## config.mk

```make
export PLATFORM = sky130hd
export DESIGN_NAME = vpg_timing_gen
export DESIGN_NICKNAME = d
export VERILOG_FILES = /design/src/rtl/vpg_pkg.sv /design/src/rtl/vpg_axis_counter.sv /design/src/rtl/vpg_timing_gen.sv
export SDC_FILE = /design/constraint.sdc
export NUM_CORES = 1
export LEC_CHECK = 0
export CAP_MARGIN = 0
export CORE_MARGIN = 2
export CORE_UTILIZATION = 58
export DETAILED_ROUTE_END_ITERATION = 7
export PLACE_DENSITY = 0.85
export SLEW_MARGIN = 25
export SYNTH_ARGS = -nofsm -noshare
export SYNTH_HDL_FRONTEND = slang
export SYNTH_SLANG_ARGS = --single-unit
```

## constraint.sdc

```tcl
create_clock -name clk -period 5.2 [get_ports clk]
set_input_delay 0.78 -clock clk [delete_from_list [all_inputs] [get_ports clk]]
set_output_delay 0.78 -clock clk [all_outputs]
set_load 0.01 [all_outputs]
```

## src/rtl/vpg_pkg.sv

```systemverilog
// Shared types and 1080p default timing for the video pattern generator timing path.
package vpg_pkg;

  localparam int VPG_CNT_W = 12;

  localparam int VPG_H_ACTIVE = 1920;
  localparam int VPG_H_FP     = 88;
  localparam int VPG_H_SYNC   = 44;
  localparam int VPG_H_BP     = 148;
  localparam int VPG_V_ACTIVE = 1080;
  localparam int VPG_V_FP     = 4;
  localparam int VPG_V_SYNC   = 5;
  localparam int VPG_V_BP     = 36;

  typedef enum logic [1:0] {
    IDLE     = 2'd0,
    RUN      = 2'd1,
    STOPPING = 2'd2
  } vpg_tg_state_t;

endpackage

```

## src/rtl/vpg_axis_counter.sv

```systemverilog
// One raster axis: wrapping position counter plus active/sync window decode of
// the next count, so the parent can register outputs aligned with the count.
module vpg_axis_counter
  import vpg_pkg::*;
#(
  parameter int TOTAL      = 8,
  parameter int ACTIVE     = 4,
  parameter int SYNC_START = 5,
  parameter int SYNC_END   = 7
) (
  input  logic                 clk,
  input  logic                 reset_n,
  input  logic                 clr,
  input  logic                 inc,
  output logic [VPG_CNT_W-1:0] count,
  output logic [VPG_CNT_W-1:0] count_nxt,
  output logic                 at_last,
  output logic                 act_nxt,
  output logic                 sync_nxt
);

  localparam int W = VPG_CNT_W;
  localparam logic [W-1:0] LAST_C = W'(TOTAL - 1);
  // Window bounds carry one extra bit so an end bound of 4096 stays representable.
  localparam logic [W:0] ACT_C = (W+1)'(ACTIVE);
  localparam logic [W:0] SS_C  = (W+1)'(SYNC_START);
  localparam logic [W:0] SE_C  = (W+1)'(SYNC_END);

  logic [W:0] cnt_ext;

  assign at_last = (count == LAST_C);

  always_comb begin
    count_nxt = count;
    if (clr) begin
      count_nxt = '0;
    end else if (inc) begin
      count_nxt = at_last ? '0 : count + W'(1);
    end
  end

  assign cnt_ext  = {1'b0, count_nxt};
  assign act_nxt  = (cnt_ext < ACT_C);
  assign sync_nxt = (cnt_ext >= SS_C) && (cnt_ext < SE_C);

  always_ff @(posedge clk or negedge reset_n) begin
    if (!reset_n) begin
      count <= '0;
    end else begin
      count <= count_nxt;
    end
  end

endmodule

```

## src/rtl/vpg_timing_gen.sv

```systemverilog
// Video raster timing generator: counters, syncs, de and frame strobe; stops only at frame end.
// Optional `VPG_TIMING_FRAME_CNT_EN adds a 16-bit frame counter output frame_cnt.
module vpg_timing_gen
  import vpg_pkg::*;
#(
  parameter int   H_ACTIVE = VPG_H_ACTIVE,
  parameter int   H_FP     = VPG_H_FP,
  parameter int   H_SYNC   = VPG_H_SYNC,
  parameter int   H_BP     = VPG_H_BP,
  parameter int   V_ACTIVE = VPG_V_ACTIVE,
  parameter int   V_FP     = VPG_V_FP,
  parameter int   V_SYNC   = VPG_V_SYNC,
  parameter int   V_BP     = VPG_V_BP,
  parameter logic HS_POL   = 1'b1,
  parameter logic VS_POL   = 1'b1
) (
  input  logic                 clk,
  input  logic                 reset_n,
  input  logic                 enable,
  output logic [VPG_CNT_W-1:0] h_count,
  output logic [VPG_CNT_W-1:0] v_count,
  output logic                 hsync,
  output logic                 vsync,
  output logic                 de,
  output logic                 frame_start,
  output logic                 busy
`ifdef VPG_TIMING_FRAME_CNT_EN
  ,
  output logic [15:0]          frame_cnt
`endif
);

  localparam int H_TOTAL = H_ACTIVE + H_FP + H_SYNC + H_BP;
  localparam int V_TOTAL = V_ACTIVE + V_FP + V_SYNC + V_BP;

  if (H_TOTAL > 4096 || V_TOTAL > 4096) begin : g_total_check
    $error("vpg_timing_gen: H_TOTAL/V_TOTAL must not exceed 4096");
  end

  vpg_tg_state_t        state, state_nxt;
  logic                 adv, clr, busy_nxt, last_px, fs_nxt;
  logic                 h_last, v_last, h_act, v_act, h_sync, v_sync;
  logic [VPG_CNT_W-1:0] h_nxt, v_nxt;

  vpg_axis_counter #(
    .TOTAL      (H_TOTAL),
    .ACTIVE     (H_ACTIVE),
    .SYNC_START (H_ACTIVE + H_FP),
    .SYNC_END   (H_ACTIVE + H_FP + H_SYNC)
  ) u_h_axis (
    .clk       (clk),
    .reset_n   (reset_n),
    .clr       (clr),
    .inc       (adv),
    .count     (h_count),
    .count_nxt (h_nxt),
    .at_last   (h_last),
    .act_nxt   (h_act),
    .sync_nxt  (h_sync)
  );

  vpg_axis_counter #(
    .TOTAL      (V_TOTAL),
    .ACTIVE     (V_ACTIVE),
    .SYNC_START (V_ACTIVE + V_FP),
    .SYNC_END   (V_ACTIVE + V_FP + V_SYNC)
  ) u_v_axis (
    .clk       (clk),
    .reset_n   (reset_n),
    .clr       (clr),
    .inc       (adv && h_last),
    .count     (v_count),
    .count_nxt (v_nxt),
    .at_last   (v_last),
    .act_nxt   (v_act),
    .sync_nxt  (v_sync)
  );

  assign last_px = h_last && v_last;

  // A re-raised enable on the last pixel of a stopping frame wraps straight into RUN.
  always_comb begin
    state_nxt = state;
    adv       = 1'b0;
    clr       = 1'b0;
    unique case (state)
      IDLE: begin
        clr = 1'b1;
        if (enable) state_nxt = RUN;
      end
      RUN: begin
        adv = 1'b1;
        if (!enable) begin
          if (last_px) begin
            state_nxt = IDLE;
            clr       = 1'b1;
          end else begin
            state_nxt = STOPPING;
          end
        end
      end
      STOPPING: begin
        adv = 1'b1;
        if (enable) begin
          state_nxt = RUN;
        end else if (last_px) begin
          state_nxt = IDLE;
          clr       = 1'b1;
        end
      end
      default: begin
        state_nxt = IDLE;
        clr       = 1'b1;
      end
    endcase
  end

  assign busy_nxt = (state_nxt != IDLE);
  assign fs_nxt   = (state_nxt == RUN) && (h_nxt == '0) && (v_nxt == '0);

  always_ff @(posedge clk or negedge reset_n) begin
    if (!reset_n) begin
      state       <= IDLE;
      busy        <= 1'b0;
      de          <= 1'b0;
      frame_start <= 1'b0;
      hsync       <= ~HS_POL;
      vsync       <= ~VS_POL;
`ifdef VPG_TIMING_FRAME_CNT_EN
      frame_cnt   <= '0;
`endif
    end else begin
      state       <= state_nxt;
      busy        <= busy_nxt;
      de          <= busy_nxt && h_act && v_act;
      frame_start <= fs_nxt;
      hsync       <= (busy_nxt && h_sync) ? HS_POL : ~HS_POL;
      vsync       <= (busy_nxt && v_sync) ? VS_POL : ~VS_POL;
`ifdef VPG_TIMING_FRAME_CNT_EN
      // The start strobe issued while leaving IDLE does not count as a new frame.
      if (fs_nxt && (state != IDLE)) frame_cnt <= frame_cnt + 16'd1;
`endif
    end
  end

endmodule

```

==> qor.csv, run 1 <==
metric,value,unit
status,"complete, no violations",
met3 usage,5.11,%
Antenna Violating Nets Remaining,0,
port bufs,31,
CP Launch Point,u_v_axis.count[0],
peak supply drop,190,uV
num rows,21,
final worst path period share,60.6,%
Die Area,4070,um2
Cell Pwr Density,313,nW/um2
largest cells by area after synthesis,"dfrtp_1 (37%), nor2_1 (5.2%), nand4_1 (4.8%)",
CP arrival,3410,ps
top-count cell post-synth,dfrtp_1,
area delta synth->final,18.6,%
Die W,63.8,um
CP max stage delay,590,ps
HPWL Detailed,3.82,mm
Final Skew,26.0,ps
initial antenna violation count,0,
CTS root buffer,clkbuf_4,
WL per Instance,17.7,um
"Cell Chain, Critical Path",inv_1 -> ha_1 -> or3b_2 -> or4_1 -> o21ai_0 -> buf_4 -> a21oi_1 -> or4b_1 -> a211oi_2,
WP depth,9,
Required @ worst endpoint,5460,ps
Pins Over Slew Limit,0,
Total GRT Usage,28.4,%
Worst Hold Slack,575,ps
die height,63.8,um
share of the synthesized area in the top cell type,37.4,%
worst hold-check path type,register to register,
"Design Area, Final",2460,um2
latest clock arrival within the worst-skew pair,360,ps
H-tree levels,2,
"Seq/Total Area, Yosys",37.4,%
Final Hold Fails,0,
busiest grt layer,met2,
slew margin rel.,53.5,%
initial DRC count,170,
core area,3390,um2
largest net degree at the start of global routing,32,
cell family with most CP delay,simple AND/OR/NAND/NOR gates,
min Tclk post-route,3150,ps
r2r startpoint,u_v_axis.count[0],
crit-path max FO,12,
FILL cells,249,
via count,1939,
initial core utilization,61.2,%
Post-synth EDFFs,0,
post-synthesis net count,236,
CTS tree,done,
min-delay src,u_h_axis.count[0],
Main synth FF type,dfrtp_1,
library cells used by synthesis,54,
Area after DPL,2400,um2
share of layout cells above drive strength 1,8.27,%
clock buffer depth,2,
Crit Path Class,register to register,
Mapped Area,2080,um2
Num CTS Buffers,5,
"Avg Cell Area, Syn",9.18,um2
CP max stage cell,or4_1,
"flops & latches, synth",31,
antenna cells,0,
asr flop ratio synth,100,%
first-pass GRT wire length,8.96,mm
Max Cap Viol,0,
"reg-to-reg slack, setup",2050,ps
number of nets in the layout,264,
number of synthesis warnings,0,
Non-Filler Instances,300,
Critical Path Start Type,register,
RSZ-0062 raised after global routing,no,
TNS Setup,0,ps
Setup Buffers After CTS,0,
Pre-Repair DR Iteration Count,4,
Crit. End Element,register,
# placed instances,293,
Crit path buffers/inverters,2,
Tightest Pin Transition,697,ps
Worst Reg-to-Reg Cells,9,
final total power,0.000771,W
DR vias/cell,6.46,
final wirelength,5.31,mm
grt ovf,0,
I/O pin count,32,
Critical Path End,vsync,
Synth top cells by count,"dfrtp_1 (31), nor2_1 (29), nand4_1 (16)",
DRC,0,
Post-CTS Hold Buffers,0,
grt met1 use,35.9,%
post-CTS resize count,0,
Clock transition at path regs,120,ps
CTS sink count,31,
static leakage,0.967,nW
Setup Viol. Count Final,0,
grt met2 use,45.6,%
fmax,0.317,GHz
top cell type by total area after synthesis,dfrtp_1,
vias in the first global route,1833,
cells after synthesis,226,
r2r endpoint,vsync,
RePlAce Congestion,0.939,
## layer usage
layer / routed length [um] / part of all wire (%)
met5: 0 / 0
met4: 238 / 4.5
met3: 399 / 7.5
met2: 2540 / 48
met1: 2120 / 40
## worst min path at each step
stage / endpoint / slack [ps] / depth (start not counted)
4_1_cts: u_h_axis.count[0] / 570 / 1
5_1_grt: u_h_axis.count[0] / 630 / 1
6_report: u_h_axis.count[0] / 570 / 1
3_3_place_gp: u_h_axis.count[0] / 540 / 1
2_1_floorplan: busy / 480 / 0
3_5_place_dp: u_h_axis.count[0] / 550 / 1
## sequential cells by signal, indices dropped and copies added, names as in the netlist
name            cells
busy                1
de                  1
frame_start         1
hsync               1
state               2
u_h_axis.count     12
u_v_axis.count     12
vsync               1
## power by group
group / total (W) / internal [W] / switching [W]
clock network: 0.000149 / 0.0000625 / 0.0000860
logic: 0.000325 / 0.000123 / 0.000202
registers: 0.000297 / 0.000268 / 0.0000288
## cell families (layout without fill, tap and decap cells)
group,after synthesis,after routing,share of synthesized area (%)
simple gates,103,103,29.9
compound gates,41,41,14.3
flops,31,31,37.4
buf+inv,22,50,4.76
xor+xnor,20,20,8.44
fa+ha+maj,7,7,4.22
mux,2,2,0.964
## through the flow
step | setup WS (ps) | utilization [%]
4_1_cts | 1920 | 72.4
3_3_place_gp | 2110 | 70.7
3_5_place_dp | 1980 | 70.7
2_1_floorplan | 2380 | -
6_report | 2050 | 72.6
5_1_grt | 1840 | 72.6
## cell usage in the layout (no fill, tap or decap), types with 2 or more instances in the layout
| cell type | netlist | layout |
|---|---|---|
| ha_1 | 7 | 7 |
| clkbuf_4 | 0 | 5 |
| mux2i_1 | 2 | 2 |
| clkdlybuf4s50_1 | 0 | 31 |
| nor4_1 | 5 | 5 |
| and3_1 | 2 | 2 |
| or4b_1 | 2 | 2 |
| dfrtp_1 | 31 | 31 |
| nand3_1 | 8 | 8 |
| nand4_1 | 16 | 16 |
| nor2_1 | 29 | 29 |
| nand2b_1 | 4 | 4 |
| nor3_1 | 4 | 4 |
| or3_1 | 2 | 2 |
| nand4b_1 | 2 | 2 |
| nor4b_1 | 3 | 3 |
| a21oi_1 | 10 | 10 |
| a211o_1 | 3 | 3 |
| or4_1 | 3 | 3 |
| xor2_1 | 9 | 9 |
| o21a_1 | 2 | 2 |
| a21o_1 | 2 | 2 |
| nand2_1 | 9 | 9 |
| o21ai_0 | 7 | 7 |
| and4_1 | 2 | 2 |
| inv_1 | 10 | 10 |
| xnor2_1 | 11 | 11 |
| buf_4 | 1 | 2 |
| nand3b_1 | 2 | 2 |
| o31ai_1 | 3 | 3 |
| a211oi_1 | 2 | 2 |
## worst reg2reg max path, delay by kind of cell, from the launching register on
| family | cells | cell delay [ps] |
|---|---|---|
| AND/OR/NAND/NOR | 3 | 1570 |
| flip-flops | 1 | 440 |
| adder cells (fa/ha/maj) | 1 | 190 |
| buffers and inverters | 2 | 370 |
| AO/OA/AOI/OAI | 3 | 490 |
## cell type report
cell class	instances	area [um2]	share of cell area [%]
clock buffers	6	51.3	2.08
clock inverters	1	5.00	0.203
flip-flops and latches	31	776	31.5
multi-input cells	173	1210	49.1
inverters	10	37.5	1.52
repair buffers	33	325	13.2
well taps	46	57.6	2.34
Power figures use the tool's default switching activity.
==> inputs of run 2 (changes only) <==
--- a/config.mk
+++ b/config.mk
@@ -7,9 +7,9 @@
 export LEC_CHECK = 0
 export CAP_MARGIN = 0
 export CORE_MARGIN = 2
-export CORE_UTILIZATION = 58
+export CORE_UTILIZATION = 49
 export DETAILED_ROUTE_END_ITERATION = 7
-export PLACE_DENSITY = 0.85
+export PLACE_DENSITY = 0.77
 export SLEW_MARGIN = 25
 export SYNTH_ARGS = -nofsm -noshare
 export SYNTH_HDL_FRONTEND = slang
==> constraint.sdc (replaced) <==
create_clock -name clk -period 2.6 [get_ports clk]
set_input_delay 0.39 -clock clk [delete_from_list [all_inputs] [get_ports clk]]
set_output_delay 0.39 -clock clk [all_outputs]
set_load 0.01 [all_outputs]
==> qor.csv, run 2 (synthesis gave the netlist of run 1 again) <==
metric,value,unit
status,"complete, but fails checks",
failing checks,negative setup slack,
Worst Reg-to-Reg Cells,10,
clock buffer depth,2,
Critical Path Start Type,register,
slew margin rel.,65.3,%
RePlAce Congestion,0.915,
Reg power frac,26.5,%
biggest regs,"u_h_axis.count: 12 flops, u_v_axis.count: 12 flops, state: 2 flops",
"commonest non-fill, non-tap cell in the layout",buf_4,
core area,4030,um2
Final Skew,10.5,ps
Pre-Repair DR Iteration Count,7,
Die Area,4770,um2
CP max stage cell,or4b_4,
area delta synth->final,48.6,%
Net Sw Frac,36.2,%
CP max stage delay,510,ps
Crit path buffers/inverters,3,
number of nets in the layout,323,
initial antenna violation count,0,
worst hold-check path type,primary input to async pin,
final core occ,76.6,%
most numerous cell on the critical path,nand4_1,
first-pass GRT wire length,9.90,mm
Antenna Violating Nets Remaining,0,
num rows,23,
final wirelength,6.41,mm
Cell Pwr Density,691,nW/um2
cell family with most CP delay,simple AND/OR/NAND/NOR gates,
Final Hold Fails,0,
fmax,0.365,GHz
Sw Pwr,0.000772,W
initial DRC count,191,
Die W,69.1,um
Required @ worst endpoint,2810,ps
Worst Hold Slack,490,ps
CP arrival,2950,ps
CTS sink count,31,
min Tclk post-route,2740,ps
vias in the first global route,2036,
clock share of power,23.5,%
CTS tree,done,
Setup Viol. Count Final,2,
Max Cap Viol,0,
"Cell Chain, Critical Path",inv_2 -> ha_4 -> buf_6 -> nand4_1 -> nor4_2 -> buf_4 -> nand4_1 -> xor2_2 -> or4b_4 -> a211oi_2,
WL per Instance,17.6,um
share of layout cells above drive strength 1,33.8,%
Crit Path Class,register to register,
DR vias/cell,6.08,
latest clock arrival within the worst-skew pair,300,ps
crit-path max FO,7,
Num CTS Buffers,5,
die height,69.1,um
HPWL Detailed,4.31,mm
DRC,0,
grt ovf,0,
Int Pwr,0.00136,W
PnR worst setup slack,-139,ps
I/O pin count,32,
peak supply drop,436,uV
final worst path period share,105,%
static leakage,1.30,nW
Crit. End Element,register,
initial core utilization,51.5,%
largest net degree at the start of global routing,32,
antenna cells,0,
WP depth,10,
Post-CTS Hold Buffers,0,
port bufs,31,
via count,2213,
RSZ-0062 raised after global routing,yes,
most frequent cells in the layout,"buf_4 (59), clkdlybuf4s50_1 (31), dfrtp_1 (29), nor2_1 (28), nand4_1 (16)",
Tightest Pin Transition,519,ps
CTS root buffer,clkbuf_8,
Clock transition at path regs,70,ps
combinational share of power,49.9,%
Pins Over Slew Limit,0,
H-tree levels,2,
Total GRT Usage,26.2,%
run 2: path summary, 6_finish.rpt:
path | slack [ps] | from | end
max | -140 | state[1] | vsync
max in group asynchronous | 1790 | reset_n | u_h_axis.count[5]
min reg2reg | 600 | u_h_axis.count[0] | u_h_axis.count[0]
min | 490 | reset_n | state[0]
max reg2reg | -140 | state[1] | vsync
min in group clk | 600 | u_h_axis.count[0] | u_h_axis.count[0]
run 2: per-stage QoR:
| step | cells | total power [W] | setup TNS (ps) | setup slack [ps] | area, um2 |
|---|---|---|---|---|---|
| after global routing | 364 | 0.00223 | -400 | -230 | 3090 |
| after detailed placement | 343 | 0.00139 | -179 | -115 | 2760 |
| after floorplan | 226 | 0.00103 | -116 | -78.8 | 2090 |
| after global placement | 343 | 0.00137 | -15.9 | -15.9 | 2760 |
| final | 364 | 0.00213 | -177 | -139 | 3090 |
| after CTS | 351 | 0.00193 | -129 | -67.2 | 2890 |
run 2: area by class of cell:
type                       instances  area (um2)
inverter                          10        37.5
fill                             278         943
timing repair buffer              92         776
sequential                        31         778
clock buffer                       6        82.6
clock inverter                     2        35.0
tap                               50        62.6
multi-input combinational        173        1310
run 2: worst reg2reg max path, stage by stage, from the launching register on:
cell	delay (ps)
dfrtp_1	390
inv_2	70
ha_4	270
buf_6	120
nand4_1	190
nor4_2	300
buf_4	180
nand4_1	150
xor2_2	260
or4b_4	510
a211oi_2	220
run 2: what timing repair did:
item                                    CTS  global route
gates resized for setup                   5            23
buffers inserted                          0            13
endpoints found under the setup margin    3             4
pin swaps                                 2            15
run 2: metal layers:
layer	up-vias	share of wire (%)	track usage, %
met1	1088	41	33.0
met3	13	6.5	5.85
met4	0	2.4	12.4
li1	1014	-	-
met5	-	0	0
met2	98	50	42.6
run 2: power by group through the flow:
stage          sequential, W  clock, W  combinational (W)
2_1_floorplan       0.000603         0           0.000430
3_3_place_gp        0.000567         0           0.000802
3_5_place_dp        0.000569         0           0.000824
4_1_cts             0.000561  0.000507           0.000862
5_1_grt             0.000571  0.000524            0.00114
6_report            0.000566  0.000502            0.00106
==> inputs of run 3 (changes only) <==
--- a/config.mk
+++ b/config.mk
@@ -6,7 +6,6 @@
 export NUM_CORES = 1
 export LEC_CHECK = 0
 export CAP_MARGIN = 0
-export CORE_MARGIN = 2
 export CORE_UTILIZATION = 49
 export DETAILED_ROUTE_END_ITERATION = 7
 export PLACE_DENSITY = 0.77
==> qor.csv, run 3 (synthesis gave the netlist of run 1 again) <==
metric,value,unit
static leakage,1.32,nW
FILL cells,260,
I/O pin count,32,
slew margin rel.,59.2,%
PnR worst setup slack,-191,ps
antenna cells,0,
status,"complete, but fails checks",
area delta synth->final,49.8,%
grt met2 use,52.6,%
Crit Path Class,register to register,
die height,67.1,um
initial core utilization,51.5,%
CP Launch Point,u_h_axis.count[5],
final worst path period share,107,%
met3 usage,6.34,%
via count,2305,
final wirelength,7.13,mm
HPWL Detailed,4.44,mm
Final Skew,6.28,ps
grt met1 use,38.5,%
peak supply drop,529,uV
crit-path max FO,3,
Net Sw Frac,38.7,%
DR vias/cell,6.26,
initial antenna violation count,0,
RePlAce Congestion,0.938,
CTS root buffer,clkbuf_8,
Die Area,4500,um2
num rows,23,
"commonest non-fill, non-tap cell in the layout",buf_4,
clock share of power,17.9,%
WL per Instance,19.4,um
largest net degree at the start of global routing,32,
clock buffer depth,2,
busiest grt layer,met2,
combinational share of power,54.9,%
grt ovf,0,
fmax,0.358,GHz
most frequent cells in the layout,"buf_4 (62), clkdlybuf4s50_1 (31), dfrtp_1 (29), nor2_1 (28), nand4_1 (16)",
core area,4030,um2
biggest regs,"u_h_axis.count: 12 flops, u_v_axis.count: 12 flops, state: 2 flops",
Critical Path Start Type,register,
Post-CTS Hold Buffers,0,
r2r startpoint,u_h_axis.count[5],
failing checks,negative setup slack,
vias in the first global route,2155,
Area after DPL,2770,um2
Final Hold Fails,0,
initial DRC count,474,
share of layout cells above drive strength 1,32.4,%
Antenna Violating Nets Remaining,0,
Place WS,-150,ps
port bufs,31,
CTS tree,done,
Max Cap Viol,0,
Cell Pwr Density,668,nW/um2
Pins Over Slew Limit,0,
latest clock arrival within the worst-skew pair,290,ps
Tightest Pin Transition,610,ps
Sw Pwr,0.000804,W
"Design Area, Final",3110,um2
worst hold-check path type,primary input to async pin,
Pre-Repair DR Iteration Count,5,
first-pass GRT wire length,10.5,mm
CP arrival,2970,ps
Int Pwr,0.00127,W
number of nets in the layout,327,
final core occ,77.2,%
Die W,67.1,um
Required @ worst endpoint,2780,ps
CTS sink count,31,
"reg-to-reg slack, setup",-190,ps
Num CTS Buffers,5,
min Tclk post-route,2790,ps
Reg power frac,27.2,%
Clock transition at path regs,70,ps
H-tree levels,2,
Total GRT Usage,32.1,%
RSZ-0062 raised after global routing,yes,
DRC,0,
Crit. End Element,register,
Setup Viol. Count Final,3,
==> run 3: cell count changes in the layout (fill, tap and decap cells not counted), moves of 2 or more <==
cell / delta
xnor2_1: -2
nor4_2: -2
xnor2_2: +2
ha_1: +2
inv_1: +3
inv_2: -3
clkbuf_1: +2
buf_4: +3
==> run 3: what timing repair did <==
action                                  4_1_cts  5_1_grt
endpoints found under the setup margin        3        3
pin swaps                                    10        6
resized for setup                            12       13
setup buffers                                11        6
==> run 3: through the flow <==
stage                     TNS, ps  total power (W)  hold WS [ps]  std cells
after floorplan              -116          0.00103          94.4        226
after global placement      -28.1          0.00141           555        343
after detailed placement     -307          0.00143           563        343
after CTS                  -0.909          0.00191           515        362
after global routing         -984          0.00217           553        368
final                        -559          0.00208           498        368
==> run 3: power groups by stage <==
stage | Combinational, W | Clock, W | Sequential (W)
after floorplan | 0.000430 | 0 | 0.000603
after global placement | 0.000836 | 0 | 0.000571
after detailed placement | 0.000857 | 0 | 0.000572
after CTS | 0.000975 | 0.000368 | 0.000563
after global routing | 0.00120 | 0.000390 | 0.000572
final | 0.00114 | 0.000372 | 0.000564
==> run 3: worst max-delay path, stage by stage, from the launching register on <==
cell,delay [ps]
dfrtp_2,410
or4b_4,580
buf_12,150
buf_6,110
nor4_4,290
buf_4,190
xnor2_2,80
a311o_2,410
buf_4,150
nor2b_1,120
and4b_1,190
==> run 3: cell type report <==
class / instances / area [um2] / area share [%]
Tap cell: 50 / 62.6 / 2.01
Clock inverter: 1 / 5.00 / 0.161
Clock buffer: 7 / 76.3 / 2.45
Timing Repair Buffer: 96 / 822 / 26.4
Sequential cell: 31 / 778 / 25.0
Inverter: 10 / 37.5 / 1.21
Multi-Input combinational cell: 173 / 1330 / 42.7
==> run 3: worst paths after layout <==
path                                endpoint  depth (start not counted)
max                              frame_start                         10
min                        u_v_axis.count[6]                          2
max reg2reg                      frame_start                         10
min reg2reg                u_h_axis.count[0]                          2
max in group asynchronous  u_h_axis.count[5]                          2
min in group clk           u_h_axis.count[0]                          2
==> run 3: layer usage <==
layer	wire [um]	vias to the layer above
met2	3480	154
met1	2700	1106
li1	-	1010
met4	323	0
met5	0	-
met3	624	35
